<file path="config.mk">
export PLATFORM = sky130hd
export DESIGN_NAME = imm_gen_pipe
export DESIGN_NICKNAME = d
export VERILOG_FILES = /design/src/rtl/imm_gen_pkg.sv /design/src/rtl/imm_skid_buf.sv /design/src/rtl/imm_gen_pipe.sv
export SDC_FILE = /design/constraint.sdc
export NUM_CORES = 1
export LEC_CHECK = 0
export BUFFER_PORTS_ARGS = -buffer_cell sky130_fd_sc_hd__buf_2
export CORE_ASPECT_RATIO = 0.7
export CORE_MARGIN = 10
export CORE_UTILIZATION = 45
export CTS_CLUSTER_DIAMETER = 60
export DETAILED_ROUTE_END_ITERATION = 10
export HOLD_SLACK_MARGIN = 0.05
export PLACE_DENSITY = 0.72
export SLEW_MARGIN = 5
export SYNTH_ARGS = -nofsm -noshare
export SYNTH_HDL_FRONTEND = slang
export SYNTH_HIERARCHICAL = 1
export SYNTH_SLANG_ARGS = --single-unit
export TNS_END_PERCENT = 30
</file>
<file path="constraint.sdc">
create_clock -name i_clk -period 2.2 [get_ports i_clk]
set_input_delay 0.44 -clock i_clk [delete_from_list [all_inputs] [get_ports i_clk]]
set_output_delay 0.44 -clock i_clk [all_outputs]
set_load 0.1 [all_outputs]
</file>
<file path="src/rtl/imm_gen_pkg.sv">
// Shared types, opcode constants and the immediate decode function for imm_gen_pipe.
// The decode always produces a 64-bit immediate; narrower datapaths keep the low XLEN bits.
package imm_gen_pkg;

    typedef enum logic [2:0] {
        FMT_NONE = 3'd0,
        FMT_I    = 3'd1,
        FMT_S    = 3'd2,
        FMT_B    = 3'd3,
        FMT_U    = 3'd4,
        FMT_J    = 3'd5
    } fmt_e;

    localparam logic [6:0] OP_IMM    = 7'b0010011;
    localparam logic [6:0] OP_LOAD   = 7'b0000011;
    localparam logic [6:0] OP_JALR   = 7'b1100111;
    localparam logic [6:0] OP_SYSTEM = 7'b1110011;
    localparam logic [6:0] OP_STORE  = 7'b0100011;
    localparam logic [6:0] OP_BRANCH = 7'b1100011;
    localparam logic [6:0] OP_LUI    = 7'b0110111;
    localparam logic [6:0] OP_AUIPC  = 7'b0010111;
    localparam logic [6:0] OP_JAL    = 7'b1101111;
    localparam logic [6:0] OP_REG    = 7'b0110011;

    typedef struct packed {
        logic [63:0] imm;
        fmt_e        fmt;
        logic        illegal;
    } decode_t;

    function automatic decode_t imm_decode(input logic [31:0] inst, input int unsigned xlen);
        decode_t     r;
        logic [31:0] imm32;
        logic        s;
        s         = inst[31];
        imm32     = '0;
        r.fmt     = FMT_NONE;
        r.illegal = 1'b0;
        case (inst[6:0])
            OP_IMM, OP_LOAD, OP_JALR, OP_SYSTEM: begin
                r.fmt = FMT_I;
                imm32 = {{20{s}}, inst[31:20]};
            end
            OP_STORE: begin
                r.fmt = FMT_S;
                imm32 = {{20{s}}, inst[31:25], inst[11:7]};
            end
            OP_BRANCH: begin
                r.fmt = FMT_B;
                imm32 = {{19{s}}, inst[31], inst[7], inst[30:25], inst[11:8], 1'b0};
            end
            OP_LUI, OP_AUIPC: begin
                r.fmt = FMT_U;
                imm32 = {inst[31:12], 12'b0};
            end
            OP_JAL: begin
                r.fmt = FMT_J;
                imm32 = {{11{s}}, inst[31], inst[19:12], inst[20], inst[30:21], 1'b0};
            end
            // Register-register ops carry no immediate but are perfectly legal.
            OP_REG:  r.illegal = 1'b0;
            default: r.illegal = 1'b1;
        endcase
        r.imm = (xlen == 64) ? {{32{imm32[31]}}, imm32} : {32'b0, imm32};
        return r;
    endfunction

endpackage

</file>
<file path="src/rtl/imm_skid_buf.sv">
// Two-entry valid/ready skid buffer: an output register plus one skid register.
// Ready is registered so upstream never sees a combinational path from downstream ready.
module imm_skid_buf #(
    parameter int W = 8
) (
    input  logic         i_clk,
    input  logic         i_rst,
    input  logic         i_flush,
    input  logic         i_valid,
    output logic         o_ready,
    input  logic [W-1:0] i_data,
    output logic         o_valid,
    input  logic         i_ready,
    output logic [W-1:0] o_data
);

    logic         out_valid_q, out_valid_d;
    logic [W-1:0] out_data_q, out_data_d;
    logic         skid_valid_q, skid_valid_d;
    logic [W-1:0] skid_data_q, skid_data_d;
    logic         ready_q;
    logic         accept;

    assign accept = i_valid && ready_q;

    always_comb begin
        out_valid_d  = out_valid_q;
        out_data_d   = out_data_q;
        skid_valid_d = skid_valid_q;
        skid_data_d  = skid_data_q;
        if (i_flush) begin
            // Only the valid bits drop; stale data stays in place.
            out_valid_d  = 1'b0;
            skid_valid_d = 1'b0;
        end else if (out_valid_q && !i_ready) begin
            if (accept) begin
                skid_valid_d = 1'b1;
                skid_data_d  = i_data;
            end
        end else if (skid_valid_q) begin
            out_valid_d  = 1'b1;
            out_data_d   = skid_data_q;
            skid_valid_d = 1'b0;
        end else if (accept) begin
            out_valid_d = 1'b1;
            out_data_d  = i_data;
        end else begin
            out_valid_d = 1'b0;
        end
    end

    always_ff @(posedge i_clk) begin
        if (i_rst) begin
            out_valid_q  <= 1'b0;
            out_data_q   <= '0;
            skid_valid_q <= 1'b0;
            skid_data_q  <= '0;
            ready_q      <= 1'b1;
        end else begin
            out_valid_q  <= out_valid_d;
            out_data_q   <= out_data_d;
            skid_valid_q <= skid_valid_d;
            skid_data_q  <= skid_data_d;
            ready_q      <= !skid_valid_d;
        end
    end

    assign o_ready = ready_q;
    assign o_valid = out_valid_q;
    assign o_data  = out_data_q;

endmodule

</file>
<file path="src/rtl/imm_gen_pipe.sv">
// Pipelined RISC-V immediate generator: decode on accept, register the result with a
// sideband tag behind a skid buffer, and keep a saturating count of illegal opcodes.
module imm_gen_pipe
    import imm_gen_pkg::*;
#(
    parameter int XLEN  = 32,
    parameter int TAG_W = 8,
    parameter int CNT_W = 16
) (
    input  logic             i_clk,
    input  logic             i_rst,
    input  logic             i_flush,
    input  logic             i_valid,
    output logic             o_ready,
    input  logic [31:0]      i_inst,
    input  logic [TAG_W-1:0] i_tag,
    output logic             o_valid,
    input  logic             i_ready,
    output logic [XLEN-1:0]  o_imm,
    output logic [2:0]       o_fmt,
    output logic             o_illegal,
    output logic [TAG_W-1:0] o_tag,
    output logic [CNT_W-1:0] o_illegal_cnt
);

    localparam int PW = XLEN + 3 + 1 + TAG_W;

    decode_t         dec;
    logic [XLEN-1:0] imm_x;
    logic [PW-1:0]   in_payload;
    logic [PW-1:0]   out_payload;
    logic            accept;
    logic [CNT_W-1:0] cnt_q, cnt_d;

    assign dec = imm_decode(i_inst, XLEN);

    generate
        if (XLEN == 64) begin : g_x64
            assign imm_x = dec.imm;
        end else begin : g_x32
            logic unused_hi;
            assign imm_x     = dec.imm[31:0];
            assign unused_hi = ^dec.imm[63:32];
        end
    endgenerate

    assign in_payload = {imm_x, dec.fmt, dec.illegal, i_tag};

    imm_skid_buf #(.W(PW)) u_skid (
        .i_clk   (i_clk),
        .i_rst   (i_rst),
        .i_flush (i_flush),
        .i_valid (i_valid),
        .o_ready (o_ready),
        .i_data  (in_payload),
        .o_valid (o_valid),
        .i_ready (i_ready),
        .o_data  (out_payload)
    );

    assign {o_imm, o_fmt, o_illegal, o_tag} = out_payload;

    // A flushed accept is discarded, so it must not be counted either.
    assign accept = i_valid && o_ready && !i_flush;

    always_comb begin
        cnt_d = cnt_q;
        if (accept && dec.illegal && (cnt_q != {CNT_W{1'b1}})) begin
            cnt_d = cnt_q + CNT_W'(1);
        end
    end

    always_ff @(posedge i_clk) begin
        if (i_rst) begin
            cnt_q <= '0;
        end else begin
            cnt_q <= cnt_d;
        end
    end

    assign o_illegal_cnt = cnt_q;

endmodule

</file>
==> summary.txt <==
Global routing
  – Global route total overflow: 0
  – Global-route wire length before repair: 25800 µm
  – GRT Util Overall: between 10% and 20%
  – Initial antenna violation count: 1
  – Largest net degree at the start of global routing: slightly below 80
  – Vias in the first global route: 4871

Synth
  – Post-synth top flop: dfxtp_1
  – Post-synthesis sequential area ratio: 37.2%
  – Syn nets: 677
  – Register bit total from synthesis: 107
  – Synth top area cells: dfxtp_1, nand2b_1, mux2_2
  – Mean Syn Cell Area: 9.13 µm²
  – Post-Syn Area: 5760 µm²
  – Post-synth top area share: 37.2%
  – Leading area contributor after synthesis: dfxtp_1
  – Synth warn: 6
  – Post-synth EDFFs: 0
  – Synth cell types: 52
  – Mapped Cells: about 630
  – Fraction of registers with async set/reset: 0%

Floorplan
  – Die height: 115 µm
  – Ports: approximately 110
  – Die Width: 155 µm
  – Starting Density: 46.2%
  – Die area: 17800 µm²
  – Core area: 12500 µm²
  – Number of core rows: 34

Timing
  – Setup violators final: 0
  – Final Slew Violations: 0
  – TNS Setup: 0 ns
  – Final setup skew: around 0.0052 ns
  – Period minus WS final: 2.04 ns
  – Final Hold Fails: 0
  – Tightest Pin Transition: ~0.76 ns
  – RSZ-0062 raised after global routing: no
  – Rel. slew slack: 49.4%
  – Peak Freq: 490 MHz
  – Post-route setup slack: 0.161 ns
  – Final worst-path cycle share: about 93%

Detailed routing
  – Drt pass-1 iters: 5
  – Initial DRC count: between 300 and 400
  – DRC viols: 0
  – ANT nets after route: 0
  – Vias: slightly below 5000
  – Wirelength per Cell: roughly 18 µm
  – Via/cell ratio: 5.54
  – Post-Route WL: 16000 µm

Worst setup path
  – Required time of the worst setup path: 2.45 ns
  – Reg2reg setup slack: just over 0.3 ns
  – Crit start category: primary input
  – Worst Setup Path Type: primary input to register
  – Top delay family on crit path: simple AND/OR/NAND/NOR gates
  – Crit end category: register
  – Critical Path Max Stage Delay: 0.60 ns
  – Worst path cell trace: buf_2 -> nand2_1 -> inv_1 -> nand2_1 -> nor2_1 -> a21o_1 -> mux2_2 -> nor4_1 -> a211oi_1
  – Cell repeated most along the worst path: nand2_1
  – CP bufs+invs: 2
  – Crit path DAT: 2.29 ns
  – Worst path slowest cell: nor2_1
  – Worst-path maximum fanout: 11

Finish
  – Commonest non-fill, non-tap cells in the layout: buf_2, nand2b_1, dfxtp_1, inv_1
  – Finished Cell Area: 6830 µm²
  – Fillers: between 1000 and 1500
  – Most common cell after layout, fill and taps aside: buf_2
  – Utilization after layout: a little over half
  – Final Net Count: 769
  – Area Growth Syn to Fin: 18.5%
  – Fraction of layout cells with a size suffix above 1: 31.5%

Clocking
  – Hold Buf Count CTS: 0
  – Root Driver: clkbuf_16
  – Post-CTS Repair Setup Buffers: 0
  – Clock transition at path regs: 0.07 ns
  – Resized cells post-CTS: 0
  – Clock Tree Buf Depth: 2
  – TritonCTS buffer count: 9
  – H-Tree Depth: 3
  – CTS tree: done
  – Worst skew pair latency: 0.34 ns
  – TritonCTS Sinks: 107

Placed design
  – DP Area: 6530 µm²
  – GP Congestion: 0.899
  – Dpl ws: -0.143 ns
  – Final HPWL DP: 11400 µm
  – Port bufs: about 110

Pwr
  – VDD IR-drop max: 461 µV
  – Leakage power: approximately 0.0027 µW
  – Power density cells: 656 nW/µm²

Worst hold path
  – Min-delay worst type: primary input to register

Outcome
  – Status: completed

Run
  – Max cap viols: 0
## cells by family after synthesis
kind of cell,Yosys count,share of synthesized area [%]
simple gates,218,23.2
compound gates,111,14.0
flops,107,37.2
buf+inv,102,8.49
mux,91,16.8
xor+xnor,1,0.152
fa+ha+maj,1,0.217
## report_power, final
part           switching, µW  internal (µW)
Sequential              34.5           1990
Clock                    715            863
Combinational            654            221
Total                   1400           3080
## area by class of cell
| class | instances | area, µm² | area share, % |
|---|---|---|---|
| multi-input cells | 422 | 3150 | 46.1 |
| flip-flops and latches | 107 | 2160 | 31.7 |
| repair buffers | 135 | 838 | 12.3 |
| clock buffers | 13 | 270 | 3.96 |
| well taps | 162 | 203 | 2.97 |
| inverters | 48 | 180 | 2.64 |
| clock inverters | 3 | 21.3 | 0.312 |
| diodes | 1 | 2.50 | 0.0367 |
## layer usage
metal / routed length, µm / vias up / GRT usage (%)
li1: - / 2435 / -
met1: 7290 / 2334 / 22.6
met4: 152 / 0 / 5.22
met3: 914 / 15 / 3.83
met2: 7690 / 154 / 29.0
met5: 0 / - / 0
## flip-flops by register name, indices dropped and copies added, names as in the netlist
| register | cells |
|---|---|
| o_illegal_cnt | 16 |
| u_skid/o_data | 44 |
| u_skid/o_ready | 1 |
| u_skid/o_valid | 1 |
| u_skid/skid_data_q | 44 |
| u_skid/skid_valid_q | 1 |
## cell usage after synthesis, drive strengths merged, types with 9 or more instances
| cell | n |
|---|---|
| clkbuf | 26 |
| a21oi | 16 |
| dfxtp | 107 |
| buf | 28 |
| nor2 | 12 |
| nor4 | 48 |
| a211oi | 47 |
| nand2 | 16 |
| inv | 48 |
| mux2i | 44 |
| a21o | 20 |
| nand2b | 91 |
| mux2 | 47 |
| and2 | 9 |
## metrics by stage
stage | instances | hold slack, ns | total power, µW
floorplan | 631 | 0.445 | 2750
global placement | 874 | 0.439 | 2930
detailed placement | 874 | 0.445 | 2940
CTS | 890 | 0.367 | 4520
global route | 891 | 0.372 | 4660
finish | 891 | 0.371 | 4480
## final timing paths
kind                     start                     to  cells after the start
max                  i_inst[1]      u_skid/o_data[34]                      9
min                   i_tag[2]  u_skid/skid_data_q[2]                      3
max reg2reg     u_skid/o_ready       o_illegal_cnt[8]                      5
min reg2reg  u_skid/o_data[18]      u_skid/o_data[18]                      2
## worst register-to-register path: stages, from the launching register on
cell	delay [ns]
dfxtp_2	0.37
nand3b_1	0.21
a21o_1	0.32
buf_12	0.18
nor4_1	0.32
mux2_2	0.37
Power figures use the tool's default switching activity.
